### src/rtl/egg_timer_keys_if.sv
// Purpose : key-conditioner bundle between board KEY pins and the timer core.
// Latency : n/a (wires only).
// Backpr. : none; every output is a level or a single-cycle pulse.
//
// Ports (signals):
//   KEY          raw active-low board keys (0 = pressed)
//   key_level    debounced key state, 1 = pressed
//   key_press    one-cycle pulse on the debounced press edge
//   key_release  one-cycle pulse on the debounced release edge
//   rep_pulse    one-cycle auto-repeat pulse for the set key
//   set_step     key_press[set key] OR rep_pulse
// master = board/stimulus side, slave = conditioner side.
interface egg_timer_keys_if #(
  parameter int NUM_KEYS = 3
);
  logic [NUM_KEYS-1:0] KEY;
  logic [NUM_KEYS-1:0] key_level;
  logic [NUM_KEYS-1:0] key_press;
  logic [NUM_KEYS-1:0] key_release;
  logic                rep_pulse;
  logic                set_step;

  modport master (
    output KEY,
    input  key_level, key_press, key_release, rep_pulse, set_step
  );

  modport slave (
    input  KEY,
    output key_level, key_press, key_release, rep_pulse, set_step
  );
endinterface

### src/rtl/egg_timer_keys.sv
// Purpose : debounce active-low board keys, emit press/release pulses and set-key auto-repeat.
// Latency : raw change -> key_level/edge pulse after DB_CYCLES+2 clocks; all outputs registered.
// Backpr. : none; pulses are fire-and-forget single cycles.
//
// Ports:
//   CLOCK_50  system clock (rising edge)
//   reset     synchronous active-high reset
//   keys      egg_timer_keys_if.slave: KEY in; key_level, key_press,
//             key_release, rep_pulse, set_step out
//
// The repeat FSM is driven from the debounce next-state values so it moves
// on the same edge as key_press/key_level; that makes a release on a timer
// expiry edge suppress the pulse, and keeps rep_pulse aligned with set_step.
module egg_timer_keys #(
  parameter int NUM_KEYS   = 3,
  parameter int DB_CYCLES  = 500000,
  parameter int CNT_W      = 20,
  parameter int REP_KEY    = 1,
  parameter int REP_DELAY  = 25000000,
  parameter int REP_PERIOD = 5000000,
  parameter int REP_W      = 25
) (
  input  logic            CLOCK_50,
  input  logic            reset,
  egg_timer_keys_if.slave keys
);

  typedef enum logic [1:0] {IDLE, DELAY, REPEAT} rep_state_e;

  localparam logic [CNT_W-1:0] DB_LAST     = CNT_W'(DB_CYCLES - 1);
  localparam logic [REP_W-1:0] DELAY_LAST  = REP_W'(REP_DELAY - 1);
  localparam logic [REP_W-1:0] PERIOD_LAST = REP_W'(REP_PERIOD - 1);

  logic [NUM_KEYS-1:0] sync1_q, sync2_q, sync_pressed;
  logic [NUM_KEYS-1:0] level_q, level_d;
  logic [NUM_KEYS-1:0] press_q, press_d;
  logic [NUM_KEYS-1:0] release_q, release_d;
  logic [CNT_W-1:0]    cnt_q [NUM_KEYS];
  logic [CNT_W-1:0]    cnt_d [NUM_KEYS];

  rep_state_e          state_q, state_d;
  logic [REP_W-1:0]    tmr_q, tmr_d;
  logic                rep_q, rep_d;
  logic                step_q, step_d;

  // Two-flop synchronizer; resets to the released (high) level.
  always_ff @(posedge CLOCK_50) begin
    if (reset) begin
      sync1_q <= '1;
      sync2_q <= '1;
    end else begin
      sync1_q <= keys.KEY;
      sync2_q <= sync1_q;
    end
  end

  assign sync_pressed = ~sync2_q;

  // Debounce: count consecutive cycles the synchronized key disagrees with
  // the accepted level; any agreement restarts the count.
  always_comb begin
    level_d   = level_q;
    press_d   = '0;
    release_d = '0;
    for (int i = 0; i < NUM_KEYS; i++) begin
      cnt_d[i] = '0;
      if (sync_pressed[i] != level_q[i]) begin
        if (cnt_q[i] == DB_LAST) begin
          level_d[i]   = ~level_q[i];
          press_d[i]   = ~level_q[i];
          release_d[i] = level_q[i];
        end else begin
          cnt_d[i] = cnt_q[i] + CNT_W'(1);
        end
      end
    end
  end

  // Repeat FSM: the timer holds cycles elapsed since the press edge (DELAY)
  // or since the last pulse (REPEAT).
  always_comb begin
    state_d = state_q;
    tmr_d   = tmr_q + REP_W'(1);
    rep_d   = 1'b0;
    if (!level_d[REP_KEY]) begin
      state_d = IDLE;
      tmr_d   = '0;
    end else begin
      case (state_q)
        IDLE: begin
          tmr_d = '0;
          if (press_d[REP_KEY]) begin
            state_d = DELAY;
          end
        end
        DELAY: begin
          if (tmr_q == DELAY_LAST) begin
            rep_d   = 1'b1;
            state_d = REPEAT;
            tmr_d   = '0;
          end
        end
        REPEAT: begin
          if (tmr_q == PERIOD_LAST) begin
            rep_d = 1'b1;
            tmr_d = '0;
          end
        end
        default: begin
          state_d = IDLE;
          tmr_d   = '0;
        end
      endcase
    end
    step_d = press_d[REP_KEY] | rep_d;
  end

  always_ff @(posedge CLOCK_50) begin
    if (reset) begin
      level_q   <= '0;
      press_q   <= '0;
      release_q <= '0;
      for (int i = 0; i < NUM_KEYS; i++) begin
        cnt_q[i] <= '0;
      end
      state_q   <= IDLE;
      tmr_q     <= '0;
      rep_q     <= 1'b0;
      step_q    <= 1'b0;
    end else begin
      level_q   <= level_d;
      press_q   <= press_d;
      release_q <= release_d;
      for (int i = 0; i < NUM_KEYS; i++) begin
        cnt_q[i] <= cnt_d[i];
      end
      state_q   <= state_d;
      tmr_q     <= tmr_d;
      rep_q     <= rep_d;
      step_q    <= step_d;
    end
  end

  assign keys.key_level   = level_q;
  assign keys.key_press   = press_q;
  assign keys.key_release = release_q;
  assign keys.rep_pulse   = rep_q;
  assign keys.set_step    = step_q;

endmodule

### src/flat_wrapper.sv
// flat-port wrapper written by rule: the top's interface ports become plain ports
module egg_timer_keys_flat 
#(
  parameter int NUM_KEYS   = 3,
  parameter int DB_CYCLES  = 500000,
  parameter int CNT_W      = 20,
  parameter int REP_KEY    = 1,
  parameter int REP_DELAY  = 25000000,
  parameter int REP_PERIOD = 5000000,
  parameter int REP_W      = 25
)
  (CLOCK_50, reset, keys_KEY, keys_key_level, keys_key_press, keys_key_release, keys_rep_pulse, keys_set_step);
  egg_timer_keys_if #(.NUM_KEYS(NUM_KEYS)) keys_i ();
  input  logic CLOCK_50;
  input  logic reset;
  input wire logic [$bits(keys_i.KEY)-1:0] keys_KEY;
  output wire logic [$bits(keys_i.key_level)-1:0] keys_key_level;
  output wire logic [$bits(keys_i.key_press)-1:0] keys_key_press;
  output wire logic [$bits(keys_i.key_release)-1:0] keys_key_release;
  output wire logic [$bits(keys_i.rep_pulse)-1:0] keys_rep_pulse;
  output wire logic [$bits(keys_i.set_step)-1:0] keys_set_step;
  assign keys_i.KEY = keys_KEY;
  assign keys_key_level = keys_i.key_level;
  assign keys_key_press = keys_i.key_press;
  assign keys_key_release = keys_i.key_release;
  assign keys_rep_pulse = keys_i.rep_pulse;
  assign keys_set_step = keys_i.set_step;
  egg_timer_keys #(.NUM_KEYS(NUM_KEYS), .DB_CYCLES(DB_CYCLES), .CNT_W(CNT_W), .REP_KEY(REP_KEY), .REP_DELAY(REP_DELAY), .REP_PERIOD(REP_PERIOD), .REP_W(REP_W)) u_core (.CLOCK_50(CLOCK_50), .reset(reset), .keys(keys_i));
endmodule
### config.mk
export PLATFORM = sky130hd
export DESIGN_NAME = egg_timer_keys_flat
export DESIGN_NICKNAME = d
export VERILOG_FILES = /design/src/rtl/egg_timer_keys_if.sv /design/src/rtl/egg_timer_keys.sv /design/src/flat_wrapper.sv
export SDC_FILE = /design/constraint.sdc
export NUM_CORES = 1
export LEC_CHECK = 0
export ABC_AREA = 1
export CORE_AREA = 2 2 122 88
export CTS_CLUSTER_DIAMETER = 30
export DETAILED_ROUTE_END_ITERATION = 7
export DIE_AREA = 0 0 124 90
export GPL_TIMING_DRIVEN = 0
export PLACE_DENSITY = 0.81
export SLEW_MARGIN = 0
export SYNTH_ARGS = -nofsm -noshare
export SYNTH_HDL_FRONTEND = slang
export SYNTH_SLANG_ARGS = --single-unit
### constraint.sdc
create_clock -name CLOCK_50 -period 3.53 [get_ports CLOCK_50]
set_clock_uncertainty 0.2 [all_clocks]
set_input_delay 0.353 -clock CLOCK_50 [delete_from_list [all_inputs] [get_ports CLOCK_50]]
set_output_delay 0.353 -clock CLOCK_50 [all_outputs]
set_load 0.01 [all_outputs]
==> flow_metrics.py, run 1 <==
metrics = {
    "outcome": {
        "outcome": "complete, no violations",
    },
    "drt": {
        "wl_um": 10690,
        "wl_met1_um": 4870,
        "dr.pass1.iters": 6,
        "drc": 0,
        "via_per_inst": 5.198,
        "avgRoutedWirePerCell_um": 12.36,
        "drt-initial-drc-count": 402,
        "highest_layer": "met4",
        "ant_nets": 0,
        "met3_length_um": 597,
        "wl_met2_um": 5062,
        "dr_total_vias": 4496,
    },
    "grt": {
        "grt_overflow": 0,
        "track_usage_pct": 20.29,
        "grt_max_degree": 17,
        "grt_pass1_vias": 4256,
        "grt_antenna_before_repair": 0,
        "grt_pass1_wl_um": 18350,
    },
    "cts": {
        "cts_resized": 0,
        "cts_tree": "built",
        "hold_buffers": 0,
        "cts_setup_buffers": 0,
        "clkTransAtPathRegs_ps": 70,
        "clockBufferDepth": 2,
        "cts.sinks": 104,
        "htreeDepth": 3,
        "clk_latency_ps": 340,
        "cts_buffers": 9,
        "root_buffer": "clkbuf_16",
    },
    "yosys": {
        "ys_ff_latch": 104,
        "yosysSeqAreaShare_pct": 40.30,
        "syn_inst": 702,
        "ys_warn_count": 0,
        "synthesis.nets": 714,
        "synth_area_um2": 5166,
        "avgSynthCellArea_um2": 7.359,
        "synth.distinct_cells": 37,
    },
    "timing": {
        "tightest_slew_ps": 412.7,
        "timing.hold.ws_ps": 211.6,
        "timing.fmax_mhz": 460.5,
        "maxSlewHeadroom_pct": 72.49,
        "finalMaxSlewViolations": 0,
        "finalHoldViolations": 0,
        "period_share_pct": 61.52,
        "worst_slack_ps": 1358,
        "setup-tns-final_ps": 0,
        "setup_viol": 0,
        "fin_crit_ps": 2172,
        "rsz0062_at_grt": "false",
    },
    "die": {
        "rows": 31,
        "die-area_um2": 11160,
        "die_h_um": 90,
        "start_util_pct": 51.23,
        "core-area_um2": 10080,
        "die_w_um": 124,
        "ios": 16,
    },
    "layout": {
        "diodes": 0,
        "final_cell_mix": "nand2_1, nor2_1, dfxtp_1, inv_1, nand3_1",
        "final_nets": 740,
        "fin_util_pct": 57.32,
        "fin_cells": 865,
        "drive_gt1_share_pct": 11.05,
        "final_common_cell": "nand2_1",
        "syn2layout_area_growth_pct": 11.89,
    },
    "setup_path": {
        "cpPeakStageDelay_ps": 390,
        "ff2ff_setup_slack_ps": 1360,
        "r2r_start": "u_core.tmr_q[0]$_SDFF_PP0_",
        "cpMaxStageDelayCell": "dfxtp_1",
        "cp-start-kind": "register",
        "cp-startpoint": "u_core.tmr_q[0]$_SDFF_PP0_",
        "cp.arrival_ps": 2200,
        "cp_max_fo": 5,
        "required_ps": 3560,
        "crit_type": "register to register",
        "endpoint_kind": "register",
        "path_cells": "ha_1 -> inv_1 -> nor2_1 -> nand2_1 -> inv_2 -> nand2_1 -> nor2_1 -> nand3_1 -> xor2_1 -> nor2_4",
    },
    "placed_design": {
        "gp_congestion": 0.9148,
        "dp.cells": 849,
        "dp_slack_ps": 1238,
        "place.port_buffers": 15,
        "hpwl_um": 7703,
    },
    "power_and_ir_drop": {
        "power_density_nw_per_um2": 380.1,
        "power_leakage_nw": 1.953,
        "irDropWorstVdd_mv": 0.2506,
    },
    "hold_path": {
        "hold_path.class": "register to register",
        "hp-start": "u_core.sync1_q[2]$_SDFF_PP1_",
    },
    "flow_run": {
        "cap_violations": 0,
    },
}
routing by layer:
layer,track usage (%),vias up
li1,-,2274
met1,25.57,2075
met2,33.29,125
met3,6.282,22
met4,5.805,0
met5,0,-
registers in the layout, summed over array words and instances (netlist names):
name	count
u_core.keys.rep_pulse	1
u_core.keys.key_release	3
u_core.sync2_q	3
u_core.keys.key_level	3
u_core.keys.set_step	1
u_core.state_q	2
u_core.sync1_q	3
u_core.tmr_q	25
u_core.cnt_q	60
u_core.keys.key_press	3
path summary, 6_finish.rpt:
kind / to / depth (start not counted)
max: u_core.tmr_q[14]$_SDFF_PP0_ / 10
max reg2reg: u_core.tmr_q[14]$_SDFF_PP0_ / 10
min: u_core.sync2_q[2]$_SDFF_PP1_ / 1
min reg2reg: u_core.sync2_q[2]$_SDFF_PP1_ / 1
power breakdown:
part           switching (mW)  internal, mW
Clock                   0.429         0.568
Sequential            0.00194          1.18
Combinational          0.0123       0.00923
Total                   0.443          1.75
critical path: cells and delay by family, from the launching register on:
kind	cells	cell delay [ps]
adders and majority gates	1	270
xor gates and xnor gates	1	250
DFF	1	390
buffers and inverters	2	200
and+or+nand+nor	6	760
synthesized netlist by cell type (all sizes together):
master	number	area (um^2)
inv	93	349.1
clkbuf	1	3.750
o21a	1	7.510
and3	2	12.51
a31oi	1	6.260
nor3b	4	30.03
nor4	2	12.51
o21ai	13	80.08
o21bai	2	15.01
buf	4	50.05
a21oi	24	120.1
xor2	23	201.4
nand3	43	245.2
nor2	152	765.7
or2	12	75.07
dfxtp	104	2082
nand4	22	137.6
nand3b	4	30.03
xnor2	13	113.9
a31o	1	8.760
nand2	141	539.3
nor3	32	186.4
ha	7	87.58
o22ai	1	6.260
stage by stage:
step,instance area (um^2),power [mW]
global placement,5482,1.227
floorplan,5166,1.218
detailed placement,5482,1.227
CTS,5781,2.215
global route,5781,2.261
finish,5781,2.197
layout make-up:
| class | count | area (um^2) |
|---|---|---|
| Fill cell | 893 | 4304 |
| Multi-Input combinational cell | 500 | 2681 |
| Sequential cell | 104 | 2082 |
| Inverter | 93 | 349.1 |
| Clock buffer | 11 | 242.7 |
| Tap cell | 132 | 165.2 |
| Timing Repair Buffer | 15 | 150.1 |
| Clock inverter | 5 | 56.30 |
| Buffer | 5 | 53.80 |
cell families after synthesis:
family	after synthesis	synth area share (%)
xor gates and xnor gates	36	6.103
adders and majority gates	7	1.695
DFF	104	40.30
AOI/OAI and AO/OA	43	4.723
and+or+nand+nor	414	39.38
buffers and inverters	98	7.798
(Power assumes the default switching activity.)
==> run 2: changes to the inputs <==
--- a/config.mk
+++ b/config.mk
@@ -11,7 +11,7 @@
 export DETAILED_ROUTE_END_ITERATION = 7
 export DIE_AREA = 0 0 124 90
 export GPL_TIMING_DRIVEN = 0
-export PLACE_DENSITY = 0.81
+export PLACE_DENSITY = 0.84
 export SLEW_MARGIN = 0
 export SYNTH_ARGS = -nofsm -noshare
 export SYNTH_HDL_FRONTEND = slang
==> constraint.sdc (replaced) <==
create_clock -name CLOCK_50 -period 1.9 [get_ports CLOCK_50]
set_clock_uncertainty 0.2 [all_clocks]
set_input_delay 0.19 -clock CLOCK_50 [delete_from_list [all_inputs] [get_ports CLOCK_50]]
set_output_delay 0.19 -clock CLOCK_50 [all_outputs]
set_load 0.01 [all_outputs]
==> flow_metrics.py, run 2 (same netlist as run 1, synthesis figures left out) <==
metrics = {
    "setup_path": {
        "cpMaxStageDelayCell": "dfxtp_4",
        "cp-start-kind": "register",
        "crit_type": "register to register",
        "cp.arrival_ps": 2020,
        "crit_buf_inv": 3,
        "ff2ff_setup_slack_ps": -30,
        "path_cells": "ha_4 -> inv_2 -> nor2_2 -> nand3_1 -> nor2_1 -> nand2_1 -> buf_4 -> buf_4 -> o21ai_0 -> nand3_1 -> nand2_1",
        "critPathTopFamily": "simple AND/OR/NAND/NOR gates",
        "reg2reg_depth": 11,
        "endpoint_kind": "register",
        "cp_max_fo": 2,
        "required_ps": 1990,
        "r2r_start": "u_core.tmr_q[0]$_SDFF_PP0_",
        "r2r-end": "u_core.keys.set_step$_SDFF_PP0_",
        "cp-startpoint": "u_core.tmr_q[0]$_SDFF_PP0_",
        "cpPeakStageDelay_ps": 360,
    },
    "hold_path": {
        "hold_path.class": "register to register",
        "holdPathStages": 1,
        "holdPathEnd": "u_core.sync2_q[2]$_SDFF_PP1_",
        "hp-start": "u_core.sync1_q[2]$_SDFF_PP1_",
    },
    "cts": {
        "cts.sinks": 104,
        "htreeDepth": 3,
        "cts_buffers": 9,
        "clockBufferDepth": 2,
        "root_buffer": "clkbuf_16",
        "clkTransAtPathRegs_ps": 70,
        "cts_tree": "built",
        "clk_latency_ps": 350,
    },
    "timing": {
        "period_share_pct": 101.6,
        "timing.fmax_mhz": 518.2,
        "rsz0062_at_grt": "true",
        "fin_crit_ps": 1930,
        "finalMaxSlewViolations": 0,
        "maxSlewHeadroom_pct": 71.29,
        "worst_slack_ps": -29.61,
        "setup_viol": 3,
        "finalHoldViolations": 0,
        "tightest_slew_ps": 427.4,
    },
    "grt": {
        "grt_antenna_before_repair": 0,
        "grt_overflow": 0,
        "track_usage_pct": 20.90,
        "grt_pass1_vias": 4131,
        "grt_max_degree": 17,
        "grt_pass1_wl_um": 18790,
    },
    "outcome": {
        "violations": "negative setup slack",
        "outcome": "finished with violations",
    },
    "die": {
        "die-area_um2": 11160,
        "rows": 31,
        "die_w_um": 124,
        "ios": 16,
        "start_util_pct": 51.23,
        "die_h_um": 90,
        "core-area_um2": 10080,
    },
    "layout": {
        "diodes": 0,
        "fin_cells": 895,
        "largest_reg_flops": 60,
        "final_cell_mix": "nand2_1, nor2_1, inv_1, dfxtp_1",
        "final_nets": 770,
        "syn2layout_area_growth_pct": 22.62,
        "final_common_cell": "nand2_1",
        "drive_gt1_share_pct": 22.41,
        "largest_register": "u_core.cnt_q",
        "reg.largest.list": "u_core.cnt_q: 60 flops, u_core.tmr_q: 25 flops",
    },
    "drt": {
        "ant_nets": 0,
        "via_per_inst": 5.180,
        "drc": 0,
        "dr_total_vias": 4636,
        "drt-initial-drc-count": 355,
        "dr.pass1.iters": 6,
        "wl_um": 11290,
        "avgRoutedWirePerCell_um": 12.61,
    },
    "power_and_ir_drop": {
        "irDropWorstVdd_mv": 0.4515,
        "combPwrFrac_pct": 1.2,
        "internal_power_mw": 3.127,
        "p_total_mw": 3.972,
        "seq_power_share_pct": 55.0,
        "power_density_nw_per_um2": 627.0,
        "power_leakage_nw": 2.194,
        "p_clk_share_pct": 43.7,
        "power_switching_uw": 844.6,
        "p_sw_share_pct": 21.27,
    },
    "placed_design": {
        "place.port_buffers": 15,
        "gp_congestion": 0.8783,
        "hpwl_um": 7118,
        "dp.cells": 849,
    },
    "flow_run": {
        "cap_violations": 0,
    },
}
run 2: metrics by stage:
stage               hold slack [ps]  setup TNS (ps)  cell area, um^2  utilization (%)  worst slack [ps]
detailed placement            196.1          -10460             5482            54.35            -253.3
floorplan                     68.54               0             5166                -             44.12
global route                  213.4           -2296             6335            62.82            -110.3
CTS                           196.6               0             6096            60.45             2.507
finish                        207.8          -36.31             6335            62.82            -29.61
global placement              192.7           -9054             5482            54.35            -266.9
run 2: power groups by stage:
stage	Clock (mW)	Combinational [mW]	Sequential [mW]
5_1_grt	1.86	0.0547	2.19
6_report	1.74	0.0487	2.19
2_1_floorplan	0	0.0237	2.24
3_5_place_dp	0	0.0403	2.24
4_1_cts	1.76	0.0452	2.19
3_3_place_gp	0	0.0395	2.24
run 2: worst max-delay path by stage:
stage,endpoint,depth (start not counted)
finish,u_core.keys.set_step$_SDFF_PP0_,11
global route,u_core.tmr_q[15]$_SDFF_PP0_,11
CTS,u_core.tmr_q[14]$_SDFF_PP0_,11
detailed placement,u_core.cnt_q[0][42]$_SDFF_PP0_,7
global placement,u_core.cnt_q[0][59]$_SDFF_PP0_,7
floorplan,u_core.tmr_q[7]$_SDFF_PP0_,9
run 2: per-layer routing:
metal | global-route usage (%) | share of wire [%] | vias to the layer above
met4 | 5.150 | 1.8 | 0
met1 | 28.71 | 47 | 2148
met5 | 0 | 0 | -
met2 | 32.14 | 46 | 133
met3 | 6.282 | 5.4 | 19
li1 | - | - | 2336
run 2: area by class of cell:
type	count	area (um^2)
Fill cell	840	3750
Timing Repair Buffer	45	440.4
Inverter	93	349.1
Multi-Input combinational cell	500	2917
Clock inverter	5	31.28
Sequential cell	104	2116
Tap cell	132	165.2
Clock buffer	11	242.7
Buffer	5	73.82
run 2: timing repair:
action                                  4_1_cts  5_1_grt
hold buffers                                  0        0
resized for setup                            38       54
gates cloned                                  2        0
endpoints found under the setup margin       64       78
pin swaps                                    11       16
buffers inserted                             17       11
==> run 3: changes to the inputs <==
--- a/config.mk
+++ b/config.mk
@@ -12,6 +12,7 @@
 export DIE_AREA = 0 0 124 90
 export GPL_TIMING_DRIVEN = 0
 export PLACE_DENSITY = 0.84
+export REMOVE_ABC_BUFFERS = 1
 export SLEW_MARGIN = 0
 export SYNTH_ARGS = -nofsm -noshare
 export SYNTH_HDL_FRONTEND = slang
==> flow_metrics.py, run 3 (same netlist as run 1, synthesis figures left out) <==
metrics = {
    "layout": {
        "drive_gt1_share_pct": 21.46,
        "final_common_cell": "nand2_1",
        "largest_register": "u_core.cnt_q",
        "diodes": 0,
        "fin_util_pct": 62.18,
        "syn2layout_area_growth_pct": 21.39,
        "largest_reg_flops": 60,
        "design_area_um2": 6271,
        "reg.largest.list": "u_core.cnt_q: 60 flops, u_core.tmr_q: 25 flops",
        "final_cell_mix": "nand2_1, nor2_1, inv_1, dfxtp_1, nand3_1",
        "final_nets": 762,
        "fin_cells": 887,
    },
    "placed_design": {
        "gp_congestion": 0.8855,
        "dp_slack_ps": -454.7,
        "place.port_buffers": 15,
        "dp.cells": 844,
        "hpwl_um": 7001,
        "placed_cell_area_um2": 5428,
    },
    "die": {
        "start_util_pct": 51.23,
        "ios": 16,
        "die_w_um": 124,
        "core-area_um2": 10080,
        "die-area_um2": 11160,
        "rows": 31,
        "die_h_um": 90,
    },
    "grt": {
        "grt_pass1_vias": 4161,
        "grt_antenna_before_repair": 0,
        "grt_max_degree": 19,
        "grt_overflow": 0,
        "track_usage_pct": 20.34,
        "grt_pass1_wl_um": 18350,
    },
    "power_and_ir_drop": {
        "irDropWorstVdd_mv": 0.4205,
        "power_leakage_nw": 2.128,
        "power_density_nw_per_um2": 645.8,
    },
    "setup_path": {
        "cp-startpoint": "u_core.cnt_q[0][32]$_SDFF_PP0_",
        "path_cells": "nor2_1 -> nand2_1 -> nor2_4 -> nand3_4 -> nand3_2 -> inv_2 -> o21ai_0 -> a21oi_1",
        "required_ps": 1980,
        "cp_max_fo": 13,
        "crit_path_end": "u_core.cnt_q[0][32]$_SDFF_PP0_",
        "ff2ff_setup_slack_ps": 6,
        "r2r_start": "u_core.cnt_q[0][32]$_SDFF_PP0_",
        "endpoint_kind": "register",
        "reg2reg_depth": 8,
        "cp-start-kind": "register",
        "cpMaxStageDelayCell": "dfxtp_1",
        "cp.arrival_ps": 1970,
        "r2r-end": "u_core.cnt_q[0][32]$_SDFF_PP0_",
        "crit_type": "register to register",
        "cpPeakStageDelay_ps": 440,
    },
    "timing": {
        "tightest_slew_ps": 340.3,
        "setup-tns-final_ps": 0,
        "finalMaxSlewViolations": 0,
        "finalHoldViolations": 0,
        "fin_crit_ps": 1894,
        "timing.fmax_mhz": 527.9,
        "setup_viol": 0,
        "worst_slack_ps": 5.582,
        "maxSlewHeadroom_pct": 77.11,
        "rsz0062_at_grt": "true",
        "period_share_pct": 99.71,
    },
    "cts": {
        "cts.sinks": 104,
        "clk_latency_ps": 360,
        "clockBufferDepth": 2,
        "cts_tree": "built",
        "cts_buffers": 9,
        "clkTransAtPathRegs_ps": 80,
        "htreeDepth": 3,
        "root_buffer": "clkbuf_16",
    },
    "drt": {
        "avgRoutedWirePerCell_um": 13.10,
        "dr_total_vias": 4640,
        "wl_um": 11620,
        "drc": 0,
        "ant_nets": 0,
        "drt-initial-drc-count": 393,
        "via_per_inst": 5.231,
        "dr.pass1.iters": 5,
    },
    "hold_path": {
        "hold_path.class": "input pin to register",
    },
    "outcome": {
        "outcome": "complete, no violations",
    },
    "flow_run": {
        "cap_violations": 0,
    },
}
==> run 3: how the worst min path moves through the flow <==
stage / end / startpoint / depth (start not counted) / slack (ps)
floorplan: u_core.keys.key_release[1]$_SDFF_PP0_ / reset / 1 / 70
detailed placement: u_core.sync2_q[1]$_SDFF_PP1_ / u_core.sync1_q[1]$_SDFF_PP1_ / 1 / 200
global route: u_core.sync1_q[1]$_SDFF_PP1_ / keys_KEY[1] / 2 / 190
finish: u_core.sync1_q[0]$_SDFF_PP1_ / keys_KEY[0] / 2 / 190
global placement: u_core.sync2_q[1]$_SDFF_PP1_ / u_core.sync1_q[1]$_SDFF_PP1_ / 1 / 210
CTS: u_core.sync1_q[0]$_SDFF_PP1_ / keys_KEY[0] / 2 / 180
==> run 3: final cells by class <==
cell class / count / area, um^2
fillers: 818 / 3814
multi-input cells: 501 / 2920
flip-flops and latches: 104 / 2116
repair buffers: 41 / 431.7
inverters: 93 / 349.1
clock buffers: 10 / 239.0
well taps: 132 / 165.2
clock inverters: 6 / 50.05
==> run 3: worst max-delay path, delay by kind of cell, from the launching register on <==
kind | cells | cell delay (ps)
AO/OA/AOI/OAI | 2 | 340
buffers and inverters | 1 | 220
AND/OR/NAND/NOR | 5 | 590
flip-flops | 1 | 440
==> run 3: routing by layer <==
metal  global-route usage, %  wire length (um)
met1                   27.95              5353
met4                   7.303               208
met2                   31.50              5446
met3                   4.188               609
met5                       0                 0
==> run 3: stage by stage <==
step	power [mW]	hold slack, ps
6_report	4.050	189.4
5_1_grt	4.155	190.4
4_1_cts	4.060	184.1
3_5_place_dp	2.279	200.0
3_3_place_gp	2.279	210.9
2_1_floorplan	2.262	68.54
==> run 3: timing repair <==
action | in CTS | in global routing
gates cloned | 2 | 0
endpoints found under the setup margin | 70 | 79
setup buffers | 9 | 16
pin swaps | 6 | 16
gates resized for setup | 27 | 52
hold buffers | 0 | 0
==> run 3: power by group <==
part | switching [mW] | internal, mW
Combinational | 0.0251 | 0.0222
Sequential | 0.00513 | 2.18
Clock | 0.873 | 0.942
